==> src/rtl/uart_pkg.sv <==
`default_nettype none
// ============================================================================
// Module      : uart_pkg
// Description : Shared UART definitions: FSM state encoding, default line
//               rates and 8N1 frame constants (shared with the transmitter).
// Revision    : 1.0 - initial release
// ============================================================================
package uart_pkg;

  localparam int DEF_CLK_FREQ  = 50000000;
  localparam int DEF_BAUD_RATE = 9600;

  localparam int DATA_BITS = 8;
  localparam int STOP_BITS = 1;

  localparam logic [2:0] ST_IDLE  = 3'd0;
  localparam logic [2:0] ST_START = 3'd1;
  localparam logic [2:0] ST_DATA  = 3'd2;
  localparam logic [2:0] ST_STOP  = 3'd3;
  localparam logic [2:0] ST_BREAK = 3'd4;

endpackage
`default_nettype wire

==> src/rtl/uart_sync.sv <==
`default_nettype none
// ============================================================================
// Module      : uart_sync
// Description : Two-flop synchroniser for a single asynchronous input, with
//               a configurable reset value.
// Revision    : 1.0 - initial release
// ============================================================================
module uart_sync #(
  parameter logic RESET_VAL = 1'b1
) (
  input  logic clk,
  input  logic rst,
  input  logic i_async,
  output logic o_sync
);

  logic r_meta;
  logic r_sync;

  always_ff @(posedge clk or posedge rst) begin
    if (rst) begin
      r_meta <= RESET_VAL;
      r_sync <= RESET_VAL;
    end else begin
      r_meta <= i_async;
      r_sync <= r_meta;
    end
  end

  assign o_sync = r_sync;

endmodule
`default_nettype wire

==> src/rtl/uart_rx.sv <==
`default_nettype none
// ============================================================================
// Module      : uart_rx
// Description : 8N1 asynchronous serial receiver with one-cycle valid and
//               framing-error strobes.
// Revision    : 1.0 - initial release
// ============================================================================
module uart_rx
  import uart_pkg::*;
#(
  parameter int CLK_FREQ  = DEF_CLK_FREQ,
  parameter int BAUD_RATE = DEF_BAUD_RATE
) (
  input  logic       clk,
  input  logic       rst,
  input  logic       rx_in,
  output logic [7:0] rx_data,
  output logic       rx_valid,
  output logic       frame_err,
  output logic       rx_busy
);

  localparam int CPB  = CLK_FREQ / BAUD_RATE;
  localparam int HALF = CPB / 2;

  localparam logic [15:0] c_cpb_m1   = 16'(CPB - 1);
  localparam logic [15:0] c_half_m1  = 16'(HALF - 1);
  localparam logic [2:0]  c_last_bit = 3'(DATA_BITS - 1);

  logic       w_rx_s;
  logic [2:0] r_state,     w_state_nxt;
  logic [15:0] r_cnt,      w_cnt_nxt;
  logic [2:0] r_bit_idx,   w_bit_idx_nxt;
  logic [7:0] r_shreg,     w_shreg_nxt;
  logic [7:0] r_rx_data,   w_rx_data_nxt;
  logic       r_rx_valid,  w_rx_valid_nxt;
  logic       r_frame_err, w_frame_err_nxt;
  logic       w_bit_end;
  logic       w_half_end;

  uart_sync #(.RESET_VAL(1'b1)) u_sync (
    .clk     (clk),
    .rst     (rst),
    .i_async (rx_in),
    .o_sync  (w_rx_s)
  );

  assign w_bit_end  = (r_cnt == c_cpb_m1);
  assign w_half_end = (r_cnt == c_half_m1);

  always_ff @(posedge clk or posedge rst) begin
    if (rst) begin
      r_state     <= ST_IDLE;
      r_cnt       <= 16'd0;
      r_bit_idx   <= 3'd0;
      r_shreg     <= 8'h00;
      r_rx_data   <= 8'h00;
      r_rx_valid  <= 1'b0;
      r_frame_err <= 1'b0;
    end else begin
      r_state     <= w_state_nxt;
      r_cnt       <= w_cnt_nxt;
      r_bit_idx   <= w_bit_idx_nxt;
      r_shreg     <= w_shreg_nxt;
      r_rx_data   <= w_rx_data_nxt;
      r_rx_valid  <= w_rx_valid_nxt;
      r_frame_err <= w_frame_err_nxt;
    end
  end

  always_comb begin
    w_state_nxt   = r_state;
    w_cnt_nxt     = r_cnt;
    w_bit_idx_nxt = r_bit_idx;
    w_shreg_nxt   = r_shreg;
    case (r_state)
      ST_IDLE: begin
        w_cnt_nxt = 16'd0;
        if (!w_rx_s) w_state_nxt = ST_START;
      end
      ST_START: begin
        if (w_half_end) begin
          w_cnt_nxt     = 16'd0;
          w_bit_idx_nxt = 3'd0;
          // A start bit that is high again at mid-bit was only a glitch.
          w_state_nxt   = w_rx_s ? ST_IDLE : ST_DATA;
        end else begin
          w_cnt_nxt = r_cnt + 16'd1;
        end
      end
      ST_DATA: begin
        if (w_bit_end) begin
          w_cnt_nxt              = 16'd0;
          w_shreg_nxt[r_bit_idx] = w_rx_s;
          if (r_bit_idx == c_last_bit) w_state_nxt = ST_STOP;
          else                         w_bit_idx_nxt = r_bit_idx + 3'd1;
        end else begin
          w_cnt_nxt = r_cnt + 16'd1;
        end
      end
      ST_STOP: begin
        if (w_bit_end) begin
          w_cnt_nxt   = 16'd0;
          w_state_nxt = w_rx_s ? ST_IDLE : ST_BREAK;
        end else begin
          w_cnt_nxt = r_cnt + 16'd1;
        end
      end
      ST_BREAK: begin
        // A held-low line must return high before a new start can arm.
        if (w_rx_s) w_state_nxt = ST_IDLE;
      end
      default: begin
        w_state_nxt = ST_IDLE;
        w_cnt_nxt   = 16'd0;
      end
    endcase
  end

  always_comb begin
    w_rx_data_nxt   = r_rx_data;
    w_rx_valid_nxt  = 1'b0;
    w_frame_err_nxt = 1'b0;
    if (r_state == ST_STOP && w_bit_end) begin
      if (w_rx_s) begin
        w_rx_data_nxt  = r_shreg;
        w_rx_valid_nxt = 1'b1;
      end else begin
        w_frame_err_nxt = 1'b1;
      end
    end
  end

  assign rx_data   = r_rx_data;
  assign rx_valid  = r_rx_valid;
  assign frame_err = r_frame_err;
  assign rx_busy   = (r_state != ST_IDLE);

endmodule
`default_nettype wire

==> config.mk <==
export PLATFORM = sky130hd
export DESIGN_NAME = uart_rx
export DESIGN_NICKNAME = d
export VERILOG_FILES = /design/src/rtl/uart_pkg.sv /design/src/rtl/uart_sync.sv /design/src/rtl/uart_rx.sv
export SDC_FILE = /design/constraint.sdc
export NUM_CORES = 1
export LEC_CHECK = 0
export BUFFER_PORTS_ARGS = -buffer_cell sky130_fd_sc_hd__buf_2
export CAP_MARGIN = 20
export CORE_ASPECT_RATIO = 1.5
export CORE_MARGIN = 2
export CORE_UTILIZATION = 64
export CTS_CLUSTER_SIZE = 25
export DETAILED_ROUTE_END_ITERATION = 8
export PLACE_DENSITY_LB_ADDON = 0.08
export SLEW_MARGIN = 20
export SYNTH_ARGS = -nofsm -noshare
export SYNTH_HDL_FRONTEND = slang
export SYNTH_SLANG_ARGS = --single-unit
==> constraint.sdc <==
create_clock -name clk -period 4.8 [get_ports clk]
set_input_delay 0.96 -clock clk [delete_from_list [all_inputs] [get_ports clk]]
set_output_delay 0.96 -clock clk [all_outputs]
set_load 0.03 [all_outputs]
Word-level counts from Yosys, hierarchy flattened
Index checks and enable logic that the tools add are counted.
{"block": "word_totals", "reg_bits": 42, "inputBits": 3, "out_inout_bits": 11, "elab_cells": 60}
{"block": "classes", "addsub": 2, "magnitude_cmp": 2, "eq_ne": 14, "muxes": 23, "reduce_logical": 10}
{"cell": "16-bit one-hot mux with 3 select lines", "count": 1}
{"cell": "16-bit two-way mux", "count": 2}
{"cell": "3-bit two-way mux", "count": 10}
{"cell": "16-bit by 1-bit adder with 16-bit output (second input constant)", "count": 1}
{"cell": "16-bit by 12-bit equality test with 1-bit output (second input constant)", "count": 1}
{"cell": "16-bit by 13-bit equality test with 1-bit output (second input constant)", "count": 1}
{"cell": "3-bit one-hot mux with 5 select lines", "count": 1}
{"cell": "2-bit inequality test (second input constant)", "count": 6}
{"cell": "8-bit bitwise mux", "count": 1}
{"cell": "3-bit by 2-bit equality test with 1-bit output (second input constant)", "count": 2}
{"cell": "3-bit equality test (second input constant)", "count": 2}
{"cell": "3-bit one-hot mux with 2 select lines", "count": 1}
{"cell": "6-bit AND reduction", "count": 1}
{"cell": "1-bit two-way mux", "count": 5}
{"cell": "3-bit by 4-bit < comparator with 1-bit output (second input constant)", "count": 1}
{"cell": "2-bit AND reduction", "count": 2}
{"cell": "4-bit AND reduction", "count": 1}
{"cell": "3-bit by 1-bit adder with 3-bit output (second input constant)", "count": 1}
{"cell": "1-bit demux with 3-bit select", "count": 1}
{"cell": "3-bit by 1-bit equality test with 1-bit output (second input constant)", "count": 1}
{"cell": "3-bit by 1-bit greater-or-equal comparator with 1-bit output (second input constant)", "count": 1}
{"cell": "3-bit logical NOT", "count": 1}
{"cell": "3-bit nonzero test", "count": 1}
{"cell": "1-bit logical AND", "count": 2}
{"cell": "other kinds (4)", "count": 4}

Logic depth before layout (Yosys ltp)
{"block": "logic_depth", "depth_word": 5, "depth_mapped": 8, "ltp_nobuf": 6}

By module
From an unflattened synthesis, not the netlist that was laid out.
{"block": "unflattened", "hier_cells": 203, "hier_area_um2": 2137.0}
{"mod": "uart_rx", "n_inst": 1, "cells_per_inst": 200, "area_each_um2": 2080.7, "seq_area_each_um2": 1001.0}
{"mod": "uart_sync", "n_inst": 1, "cells_per_inst": 3, "area_each_um2": 56.3, "seq_area_each_um2": 52.6}

Worst setup path before layout
OpenSTA, ideal clock, no wires.
{"block": "synth_path", "path_type": "reg2reg", "startpoint": "reg r_cnt[7]", "endpoint": "reg r_shreg[7]", "setup_ps": 127, "arrival_ps": 2275, "required_time_ps": 4673, "setup_slack_ps": 2397, "stages_incl_launch_ff": 7, "n_path_buf": 1, "period_less_slack_ps": 2403, "cell_sequence": "dfrtp_1 or4_1 or4_1 buf_4 nor3b_4 nand4_1 mux2_1"}
{"block": "synth_via", "elab_chain_cells": 2}
{"element": "from (decl)", "line_no": "uart_rx.sv:32", "text": "logic [15:0] r_cnt, w_cnt_nxt;"}
{"element": "from (signal assigned)", "line_no": "uart_rx.sv:62", "text": "r_cnt <= w_cnt_nxt;"}
{"element": "16-bit by 13-bit equality test with 1-bit output", "line_no": "uart_rx.sv:48", "text": "assign w_bit_end = (r_cnt == c_cpb_m1);"}
{"element": "2-bit AND reduction (no source line)"}
{"element": "to (signal assigned)", "line_no": "uart_rx.sv:64", "text": "r_shreg <= w_shreg_nxt;"}
{"element": "to (decl)", "line_no": "uart_rx.sv:34", "text": "logic [7:0] r_shreg, w_shreg_nxt;"}
Every way passes these cells.
A chain may end at the register's enable or synchronous reset.

Worst setup path after layout
{"block": "layout_path", "startpoint": "reg r_cnt[7]", "endpoint": "reg r_cnt[6]"}
{"block": "layout_via", "elab_chain_cells": 3, "word_cells_on_any_way": 5, "classes_between": "eq/ne: 2; mux: 3"}
{"element": "16-bit by 13-bit equality test with 1-bit output or 16-bit by 12-bit equality test with 1-bit output (tied branches)", "line_no": "uart_rx.sv:48, uart_rx.sv:49"}
{"element": "16-bit two-way mux (on tied branches)", "line_no": "uart_rx.sv:92, uart_rx.sv:102, uart_rx.sv:82"}
{"element": "16-bit one-hot mux with 3 select lines *", "line_no": "uart_rx.sv:76", "text": "case (r_state)"}
Mark *: on every way between the ends. The rest lies on a longest branch, timed or not.

==> summary.txt <==
Outcome
  – Status: completed

Logic synthesis
  – Area leader, netlist: dfrtp_1
  – Cell Area, Synth: approximately 2200 sq um
  – Distinct cells, synth: 47
  – Post-synth EDFFs: 0
  – Post-synth top flop: dfrtp_1
  – #FFs+latches synth: 42
  – Synth top area cells: dfrtp_1 46%, mux2_2 8.3%, nand2_1 4.3%, a22o_1 3.2%, nor4bb_1 2.8%
  – FFs w/ async S/R, synth: 100.0%
  – Seq/Total Area, Yosys: between 40% and 50%
  – Ys Warns: 0
  – Synth top area share: roughly 46%
  – Syn avg cell area: roughly 10 sq um
  – Syn Nets: 217
  – Post-Syn Instances: 211

Setup path
  – Slowest cell delay on critical path: around 710 ps
  – CP cell instances: or4_1, or4_1, a21bo_1, a21o_1, a22o_1
  – Worst Setup Start Kind: flip-flop
  – Critical Path AT: a little under 3000 ps
  – Reg-to-reg endpoint: r_cnt[6]
  – R2R setup slack: 2050 ps
  – CP Capture Type: flip-flop
  – CP Class: reg2reg
  – Worst EP required: approximately 5000 ps
  – Crit Path Max Fanout: 21
  – Highest-delay cell along the critical path: or4_1
  – Length in cells of the worst reg-to-reg path: 5
  – R2r startpoint: r_cnt[7]
  – Crit-path most repeated cell: or4_1

Finish
  – Fin area: approximately 2300 sq um
  – Area of the multi-input gates: ~1000 sq um
  – Diodes inserted: 0
  – Final net count: ~220
  – Sequential Area: about 1100 sq um
  – Number of fill cells: 240
  – Most common cell after layout, fill and taps aside: dfrtp_1
  – Final core area utilization: roughly 73%
  – Area delta synth->final: 7.328%
  – Final std cells w/o fill: approximately 260
  – Highest-count cells in the layout ignoring fill and taps: 40 x dfrtp_1, 25 x nand2_1, 16 x mux2_2
  – Layout cells sized above 1: approximately a fifth

Global route
  – Grt ovf: 0
  – Vias in the first global route: between 1.5k and 2k
  – Pin count of the biggest net entering global routing: 31
  – Initial antenna violation count: 0
  – Tot GR Track Use: roughly a quarter
  – Global-route wire length before repair: between 7000 and 8000 um

Die
  – FP Rows: 25
  – Die X: 51.53 um
  – IO Pins: 14
  – Die area: between 3000 and 4000 sq um
  – Core Area: around 3200 sq um
  – Starting Density: 67.96%
  – Die extent in y: about 75 um

Timing
  – Final worst clock skew: approximately 8.1 ps
  – Min cycle time layout: between 2000 and 3000 ps
  – Hold Slack: approximately 360 ps
  – Setup TNS: 0 ps
  – Max Slew Vio Count: 0
  – Slew Limit Headroom: between 50% and 60%
  – Highest Clock Rate: between 300 and 400 MHz
  – Final period util: 57.21%
  – Final setup vio count: 0
  – RSZ-0062 raised after global routing: no
  – Setup slack after layout: 2054 ps
  – Actual slew at the worst max-slew pin: 640.1 ps
  – Final Hold Vio Count: 0

Power and ir drop
  – Pleak: about 1.1 nW
  – Peak VDD IR: between 0.2 and 0.25 mV
  – Final Power: around 630 uW
  – Pwr Density: 272.4 nW/um^2

Drt
  – Average vias per placed instance: 6.341
  – DRT Pass-1 Iters: 5
  – Starting DRT DRC Count: 67
  – Average wire per standard cell: around 17 um
  – WL final: about 4400 um
  – Vias: approximately 1.6k
  – DR DRC count: 0
  – Routed Antenna Nets: 0

CTS
  – CTS tree: done
  – Longest Clk Path Bufs: 2
  – # resized after CTS: 0
  – Clock slew at reported path FFs: about 70 ps
  – CTS sink cnt: 42
  – Htree depth: 2
  – Cts-stage hold buffer count: 0
  – Root Driver: clkbuf_8
  – Post-CTS Setup Bufs: 0
  – TritonCTS buffer count: 5
  – Skew-Pair Late Insertion Delay: between 200 and 300 ps

Place
  – GPL Wtd Cong: around 0.94
  – DPL Wire Length: between 3000 and 4000 um
  – Port-buffer cells: 13
  – Placed Cells incl. Taps: 250
  – Post-Place Cell Area: ~2200 sq um
  – Setup WS pre-CTS: 2086 ps

Worst hold path
  – Hold EP: u_sync.o_sync
  – Startpoint of the worst hold path: u_sync.r_meta
  – Hold path depth: 0
  – HP Class: reg2reg

Flow run
  – MaxCap Viol Count: 0
## critical path: cells and delay by family (launching register included)
kind | cells | cell delay, ps
flops | 1 | 440
simple gates | 2 | 1280
compound gates | 3 | 910
## synth_stat cells, types with 3 or more instances
cell type and instances:
nor4bb_1 6, nand4_1 5, nand3_1 11, o21ai_0 9, nand2_1 25, nor2b_1 3, a21o_1 3, nor3_1 3
a22o_1 8, mux2_2 16, xnor2_1 3, a21oi_1 6, ha_1 3, a31oi_1 6, nor2_1 14, nor4_1 3
dfrtp_1 40, clkbuf_1 10
## sequential cells by signal, indices dropped and copies added, names as in the netlist
| name | cells |
|---|---|
| frame_err | 1 |
| r_state | 3 |
| rx_valid | 1 |
| r_bit_idx | 3 |
| r_shreg | 8 |
| r_cnt | 16 |
| u_sync.o_sync | 1 |
| rx_data | 8 |
| u_sync.r_meta | 1 |
## cell type report
type | instances | share of cell area [%]
tap | 40 | 2.151
multi-input combinational | 152 | 44.57
timing repair buffer | 14 | 3.118
sequential | 42 | 45.27
inverter | 2 | 0.3226
clock buffer | 7 | 3.280
clock inverter | 1 | 1.290
## power breakdown
group	leakage [nW]	switching (mW)	internal (mW)
clock	0.0524	0.113	0.156
combinational	0.459	0.00725	0.00149
sequential	0.565	0.00175	0.355
total	1.08	0.122	0.512
## routing by layer
| metal | up-vias | global-route usage [%] | part of all wire, % |
|---|---|---|---|
| li1 | 781 | - | - |
| met1 | 783 | 29.36 | 39 |
| met2 | 57 | 48.15 | 54 |
| met3 | 15 | 5.098 | 4.7 |
| met4 | 0 | 11.11 | 2.8 |
| met5 | - | 0 | 0 |
## logic make-up (layout without fill, tap and decap cells)
logic type                 count (synthesis)  in the layout  share of synthesized area, %
buffers and inverters                     17             24                         3.578
muxes                                     17             17                         8.828
AOI/OAI and AO/OA                         37             37                         11.60
xor gates and xnor gates                   3              3                         1.212
and+or+nand+nor                           92             92                         24.47
adders and majority gates                  3              3                         1.731
DFF                                       42             42                         48.59
## worst max path at each step
stage                 endpoint  cells after the start  startpoint  slack [ps]
global route          r_cnt[6]                      5    r_cnt[7]        1980
floorplan           r_shreg[7]                      6    r_cnt[7]        2400
global placement      r_cnt[3]                      5    r_cnt[7]        2130
CTS                   r_cnt[6]                      5    r_cnt[7]        2070
detailed placement    r_cnt[6]                      5    r_cnt[7]        2090
finish                r_cnt[6]                      5    r_cnt[7]        2050
(Power assumes the default switching activity.)
